**src/rtl/cvxif_result_buffer_if.sv**
```systemverilog
// cvxif_result_buffer_if: CV-X-IF result/commit types and the result buffer port bundle.
// slave modport faces the buffer, master modport faces the driver of the buffer.
package cvxif_pkg;
    localparam int X_ID_WIDTH  = 4;
    localparam int X_RFW_WIDTH = 32;

    typedef struct packed {
        logic [X_ID_WIDTH-1:0]  id;
        logic [X_RFW_WIDTH-1:0] data;
        logic [4:0]             rd;
        logic                   we;
        logic                   exc;
        logic [5:0]             exccode;
    } x_result_t;

    typedef struct packed {
        logic [X_ID_WIDTH-1:0] id;
        logic                  x_commit_kill;
    } x_commit_t;
endpackage

interface cvxif_result_buffer_if
    import cvxif_pkg::*;
#(
    parameter int Depth = 4
);
    logic                   in_valid_i;
    logic                   in_ready_o;
    x_result_t              in_result_i;
    logic                   commit_valid_i;
    x_commit_t              commit_i;
    logic                   out_valid_o;
    logic                   out_ready_i;
    x_result_t              out_result_o;
    logic [$clog2(Depth):0] count_o;
    logic                   overflow_o;

    modport slave (
        input  in_valid_i, in_result_i, commit_valid_i, commit_i, out_ready_i,
        output in_ready_o, out_valid_o, out_result_o, count_o, overflow_o
    );

    modport master (
        output in_valid_i, in_result_i, commit_valid_i, commit_i, out_ready_i,
        input  in_ready_o, out_valid_o, out_result_o, count_o, overflow_o
    );
endinterface

```
**src/rtl/cvxif_result_buffer.sv**
```systemverilog
// cvxif_result_buffer: circular buffer of CV-X-IF results with kill filtering and overflow flag.
// Define CVXIF_RESULT_BUF_BYPASS_EN to forward a result straight through when the buffer is empty.
module cvxif_result_buffer
    import cvxif_pkg::*;
#(
    parameter int Depth   = 4,
    parameter int IdWidth = X_ID_WIDTH
) (
    input logic clk_i,
    input logic rst_ni,
    input logic clr_i,
    cvxif_result_buffer_if.slave bus
);
    localparam int PW = $clog2(Depth);

    x_result_t [Depth-1:0] r_mem;
    logic [Depth-1:0]      r_alive;
    logic [PW-1:0]         r_wr_ptr;
    logic [PW-1:0]         r_rd_ptr;
    logic [PW:0]           r_count;
    logic                  r_overflow;

    x_result_t             w_head;
    x_result_t             w_out_result;
    logic [IdWidth-1:0]    w_kill_id;
    logic [Depth-1:0]      w_alive_nxt;
    logic                  w_kill;
    logic                  w_in_kill;
    logic                  w_nonempty;
    logic                  w_head_live;
    logic                  w_dead_head;
    logic                  w_bypass;
    logic                  w_out_valid;
    logic                  w_in_ready;
    logic                  w_push;
    logic                  w_pop;

    assign w_kill      = bus.commit_valid_i && bus.commit_i.x_commit_kill;
    assign w_kill_id   = bus.commit_i.id[IdWidth-1:0];
    assign w_in_kill   = w_kill && (bus.in_result_i.id[IdWidth-1:0] == w_kill_id);
    assign w_head      = r_mem[r_rd_ptr];
    assign w_nonempty  = r_count != '0;
    assign w_head_live = w_nonempty && r_alive[r_rd_ptr] &&
                         !(w_kill && (w_head.id[IdWidth-1:0] == w_kill_id));
    assign w_dead_head = w_nonempty && !r_alive[r_rd_ptr];
    assign w_in_ready  = r_count < (PW+1)'(Depth);

`ifdef CVXIF_RESULT_BUF_BYPASS_EN
    assign w_bypass     = !w_nonempty && bus.in_valid_i && !w_in_kill;
    assign w_out_result = w_bypass ? bus.in_result_i : w_head;
`else
    assign w_bypass     = 1'b0;
    assign w_out_result = w_head;
`endif

    assign w_out_valid = w_head_live || w_bypass;
    // A bypassed result taken by the core the same cycle never occupies a slot.
    assign w_push = bus.in_valid_i && w_in_ready && !(w_bypass && bus.out_ready_i);
    assign w_pop  = (w_head_live && bus.out_ready_i) || w_dead_head;

    always_comb begin
        w_alive_nxt = r_alive;
        for (int i = 0; i < Depth; i++)
            if (w_kill && (r_mem[i].id[IdWidth-1:0] == w_kill_id)) w_alive_nxt[i] = 1'b0;
        if (w_push) w_alive_nxt[r_wr_ptr] = !w_in_kill;
    end

    always_ff @(posedge clk_i or negedge rst_ni) begin
        if (!rst_ni) begin
            r_mem      <= '0;
            r_alive    <= '0;
            r_wr_ptr   <= '0;
            r_rd_ptr   <= '0;
            r_count    <= '0;
            r_overflow <= 1'b0;
        end else if (clr_i) begin
            r_alive    <= '0;
            r_wr_ptr   <= '0;
            r_rd_ptr   <= '0;
            r_count    <= '0;
            r_overflow <= 1'b0;
        end else begin
            if (w_push) begin
                r_mem[r_wr_ptr] <= bus.in_result_i;
                r_wr_ptr        <= r_wr_ptr + 1'b1;
            end
            if (w_pop) r_rd_ptr <= r_rd_ptr + 1'b1;
            r_count <= r_count + {{PW{1'b0}}, w_push} - {{PW{1'b0}}, w_pop};
            r_alive <= w_alive_nxt;
            if (bus.in_valid_i && !w_in_ready) r_overflow <= 1'b1;
        end
    end

    always_comb begin
        bus.out_result_o    = w_out_result;
        bus.out_result_o.we = w_out_result.we && w_out_valid;
    end

    assign bus.out_valid_o = w_out_valid;
    assign bus.in_ready_o  = w_in_ready;
    assign bus.count_o     = r_count;
    assign bus.overflow_o  = r_overflow;
endmodule

```
**src/flat_wrapper.sv**
```systemverilog
// flat-port wrapper written by rule: the top's interface ports become plain ports
module cvxif_result_buffer_flat import cvxif_pkg::*;
#(
    parameter int Depth   = 4,
    parameter int IdWidth = X_ID_WIDTH
)
  (clk_i, rst_ni, clr_i, bus_in_valid_i, bus_in_result_i, bus_commit_valid_i, bus_commit_i, bus_out_ready_i, bus_in_ready_o, bus_out_valid_o, bus_out_result_o, bus_count_o, bus_overflow_o);
  cvxif_result_buffer_if #(.Depth(Depth)) bus_i ();
  input logic clk_i;
  input logic rst_ni;
  input logic clr_i;
  input wire logic [$bits(bus_i.in_valid_i)-1:0] bus_in_valid_i;
  input wire logic [$bits(bus_i.in_result_i)-1:0] bus_in_result_i;
  input wire logic [$bits(bus_i.commit_valid_i)-1:0] bus_commit_valid_i;
  input wire logic [$bits(bus_i.commit_i)-1:0] bus_commit_i;
  input wire logic [$bits(bus_i.out_ready_i)-1:0] bus_out_ready_i;
  output wire logic [$bits(bus_i.in_ready_o)-1:0] bus_in_ready_o;
  output wire logic [$bits(bus_i.out_valid_o)-1:0] bus_out_valid_o;
  output wire logic [$bits(bus_i.out_result_o)-1:0] bus_out_result_o;
  output wire logic [$bits(bus_i.count_o)-1:0] bus_count_o;
  output wire logic [$bits(bus_i.overflow_o)-1:0] bus_overflow_o;
  assign bus_i.in_valid_i = bus_in_valid_i;
  assign bus_i.in_result_i = bus_in_result_i;
  assign bus_i.commit_valid_i = bus_commit_valid_i;
  assign bus_i.commit_i = bus_commit_i;
  assign bus_i.out_ready_i = bus_out_ready_i;
  assign bus_in_ready_o = bus_i.in_ready_o;
  assign bus_out_valid_o = bus_i.out_valid_o;
  assign bus_out_result_o = bus_i.out_result_o;
  assign bus_count_o = bus_i.count_o;
  assign bus_overflow_o = bus_i.overflow_o;
  cvxif_result_buffer #(.Depth(Depth), .IdWidth(IdWidth)) u_core (.clk_i(clk_i), .rst_ni(rst_ni), .clr_i(clr_i), .bus(bus_i));
endmodule
```
**config.mk**
```make
export PLATFORM = sky130hd
export DESIGN_NAME = cvxif_result_buffer_flat
export DESIGN_NICKNAME = d
export VERILOG_FILES = /design/src/rtl/cvxif_result_buffer_if.sv /design/src/rtl/cvxif_result_buffer.sv /design/src/flat_wrapper.sv
export SDC_FILE = /design/constraint.sdc
export NUM_CORES = 1
export LEC_CHECK = 0
export BUFFER_PORTS_ARGS = -buffer_cell sky130_fd_sc_hd__buf_2
export CORE_ASPECT_RATIO = 0.7
export CORE_MARGIN = 1.5
export CORE_UTILIZATION = 40
export DETAILED_ROUTE_END_ITERATION = 7
export PLACE_DENSITY = 0.55
export SLEW_MARGIN = 10
export SYNTH_ARGS = -nofsm -noshare
export SYNTH_HDL_FRONTEND = slang
export SYNTH_SLANG_ARGS = --single-unit
```
**constraint.sdc**
```tcl
create_clock -name clk_i -period 5.2 [get_ports clk_i]
set_input_delay 0.52 -clock clk_i [delete_from_list [all_inputs] [get_ports clk_i]]
set_output_delay 0.52 -clock clk_i [all_outputs]
set_load 0.005 [all_outputs]
```
==> summary.txt <==
OUTCOME
--------------------------------------------------------------------------------
Run status ........................................................ finished clean

POWER
--------------------------------------------------------------------------------
Leakage power .....................................................      5.04 nW
Internal Pwr Total ................................................      4.46 mW
Proportion of power drawn by flip-flops and latches ...............        43.1%
Combinational group share of total power ..........................        32.9%
Clock share of power ..............................................        24.1%
Power density over the cells ......................................  581 mW/mm^2
IR Drop Worst-Case VDD ............................................   0.000242 V
Switching power total .............................................      1.91 mW
Switching Share ...................................................        29.9%

TIMING
--------------------------------------------------------------------------------
Number of max-slew violations in the final report .................            0
RSZ-0062 raised after global routing ..............................        false
Sum Neg Setup Slack ...............................................         0 ns
Worst relative slew slack .........................................        34.0%
Fin Clk Skew ......................................................    0.0110 ns
Tightest Pin Transition ...........................................     0.989 ns
Part of the cycle the worst path needs ............................        68.7%
Peak clock frequency supported by timing ..........................      280 MHz
Crit path time final ..............................................      3.57 ns
# setup viols final ...............................................            0
Number of hold violations in the final report .....................            0

CLOCKING
--------------------------------------------------------------------------------
Clock buffers created by TritonCTS ................................           23
Post-CTS Resized ..................................................            0
Clock insertion delay at the later pin of the skew report .........      0.49 ns
Clk pin slew, worst setup/hold paths ..............................      0.06 ns
Worst-case clock buffer depth .....................................            3
Number of post-CTS setup repair buffers ...........................            0
# H-tree levels ...................................................            1
Root Buffer Master ................................................    clkbuf_16
Hold buffer count at cts ..........................................            0
TritonCTS clock tree ..............................................         done
# clock sinks .....................................................          208

RUN
--------------------------------------------------------------------------------
Total of max-cap violations .......................................            0

DETAILED ROUTING
--------------------------------------------------------------------------------
Number of remaining DRC errors ....................................            0
Initial drt markers ...............................................          210
First-pass detailed-route iteration total .........................            4
Final Routed Wirelength ...........................................     20600 um
Average vias per placed instance ..................................         5.27
Routed vias .......................................................         5391
Per-cell routed wire length .......................................      20.1 um
Antenna Violating Nets Remaining ..................................            0

PLACEMENT
--------------------------------------------------------------------------------
Routability congestion estimate from global placement .............        0.765
Post-detail-place hpwl ............................................     13300 um
DP Area ........................................................... 0.0103 sq mm
Port buffer count .................................................          114

FLOORPLANNING
--------------------------------------------------------------------------------
Core outline area ................................................. 0.0228 sq mm
Vertical extent of the die ........................................       131 um
Number of top-level design ports ..................................          115
Horizontal extent of the die ......................................       186 um
Starting density of the core ......................................        41.1%
Number of standard-cell rows in the floorplan .....................           46
Die Area .......................................................... 0.0244 sq mm

CRITICAL PATH
--------------------------------------------------------------------------------
Arrival time of data at the critical path endpoint ................      3.95 ns
Worst EP required .................................................      5.58 ns
Category of the worst setup path launch point .....................    flip-flop
Critical path class ...............................................      reg2reg
Largest fanout on the critical path ...............................           31
FF-to-FF setup slack ..............................................      1.63 ns
Endpoint kind of the worst setup timing path ......................    flip-flop

GLOBAL ROUTING
--------------------------------------------------------------------------------
Number of global-route vias before repair .........................         6126
First-pass GRT wire length ........................................     34100 um
Maximum number of pins on one net before global-route repair ......          127
Number of antenna violations at the first check in global routing .            4
Overall fraction of global-route tracks in use ....................        18.0%
Grt ovf ...........................................................            0

SYNTH
--------------------------------------------------------------------------------
Synthesis Warnings ................................................            0
Post-Synthesis Cells ..............................................          591
Number of distinct library cells after synthesis ..................           29
Synthesized area divided by synthesized cell count ................   15.9 sq um
Post-synthesis simple-gate area fraction ..........................        2.03%
Net count after synthesis .........................................          658
Combinational family with the most area after synthesis ........... multiplexers
Mux contribution to synthesized area ..............................        35.7%
Compound-cell area share of the yosys netlist .....................        1.04%
Adder-Cell Fraction of Synth Area .................................        1.01%
Register area share after synthesis ...............................        55.4%
Xor and xnor area share after synthesis ...........................        2.52%
Number of flip-flops and latches in the synthesized netlist .......          208
Post-synth design cell area ....................................... 0.00939 sq mm

WORST HOLD PATH
--------------------------------------------------------------------------------
Class of the tightest hold or removal check .......................     in2async

LAYOUT
--------------------------------------------------------------------------------
Area overhead of the layout relative to synthesis .................        16.7%
Net count reported at finish ......................................          763
Final Core Density ................................................        48.0%
Fraction of final layout cells sized beyond drive strength 1 ......        30.0%
Cell area after layout ............................................ 0.0110 sq mm

## power groups by stage
stage | registers, mW | clock network, mW | logic, mW
floorplan | 2.55 | 0 | 1.52
global placement | 2.71 | 0 | 2.07
detailed placement | 2.78 | 0 | 2.13
CTS | 2.75 | 1.59 | 2.14
global route | 2.85 | 1.66 | 2.30
finish | 2.74 | 1.54 | 2.09
## layout by cell type (no fill, tap or decap), types with 2 or more instances in the layout
cell type and n:
o311ai_1 4, buf_4 7, mux4_2 50, dfrtp_1 206, clkbuf_8 5, inv_1 7, nand2_1 5, nand3_1 8
clkbuf_1 5, and3_2 4, diode_2 2, xor2_1 5, clkbuf_16 23, xnor2_1 22, buf_2 113, nor2_1 10
mux2_1 196, a21oi_1 8, clkinv_2 5, nand4_1 3, nor2b_1 3, ha_1 6
## kinds of logic after synthesis
family          Yosys count
xor+xnor                 27
flops                   208
compound gates           15
simple gates             38
buf+inv                  49
fa+ha+maj                 7
mux                     247
## sequential cells by signal, indices dropped and copies added (netlist names)
register,flops
u_core.bus.count_o,3
u_core.r_alive,4
u_core.r_rd_ptr,2
u_core.bus.overflow_o,1
u_core.r_wr_ptr,2
u_core.r_mem,196
## per-layer routing
metal	part of all wire, %	GRT usage (%)	vias to the layer above
li1	-	-	2375
met1	45	24.7	2864
met2	47	28.8	111
met3	5.6	4.52	37
met4	1.8	4.26	4
met5	0.11	0	-
## synth_stat cells, drive strengths merged
cell type  count  area share, %
xor2           5           0.47
nor3           1          0.053
fa             1           0.21
and3           4           0.27
o21ai          1          0.093
nand4          3           0.20
and2           1          0.067
nor3b          1          0.080
mux4          50             12
a31oi          1          0.067
nor2          10           0.40
a21oi          8           0.43
mux2         197             24
dfrtp        208             55
nor2b          3           0.20
nand3          8           0.43
o311ai         4           0.37
nand2b         1          0.067
nand2          5           0.20
clkbuf        13           0.52
xnor2         22            2.1
or3            1          0.067
buf           29            1.5
ha             6           0.80
o211ai         1          0.080
inv            7           0.28
## layout make-up
class                      count  area (sq um)
fill                        1989         11900
tap                          312           390
clock buffer                  32           649
timing repair buffer         122           652
sequential                   208          5210
inverter                       7          26.3
multi-input combinational    334          3970
antenna                        2          5.00
clock inverter                 6          55.1
## through the flow
step | cells | hold WS (ns) | power (mW) | worst slack [ns]
after global placement | 983 | 0.462 | 4.78 | 1.65
final | 1023 | 0.0378 | 6.37 | 1.63
after CTS | 1021 | 0.0860 | 6.48 | 1.55
after global routing | 1021 | 0.109 | 6.82 | 1.31
after floorplan | 591 | 0.224 | 4.06 | 2.35
after detailed placement | 983 | 0.469 | 4.91 | 1.58
## critical path, stage by stage, from the launching register on
cell and delay (ns):
dfrtp_4 0.85, mux4_2 0.62, xnor2_1 0.18, nand4_1 0.22, o21ai_2 0.23, a21oi_1 0.10
ha_1 0.28, inv_1 0.05, ha_1 0.14, inv_1 0.05, fa_1 0.37, xnor2_1 0.18
xnor2_1 0.13, nor2_1 0.05
## worst paths after layout
path | cells after the start | endpoint | start
min in group clk_i | 3 | u_core.bus.overflow_o | bus_in_valid_i
worst min-delay path | 1 | u_core.r_mem[20] | rst_ni
max in group asynchronous | 2 | u_core.r_mem[101] | rst_ni
worst max register to register | 13 | u_core.bus.count_o[2] | u_core.r_rd_ptr[0]
worst min register to register | 1 | u_core.r_mem[133] | u_core.r_mem[133]
worst max-delay path | 13 | u_core.bus.count_o[2] | u_core.r_rd_ptr[0]
(Power assumes the default switching activity.)
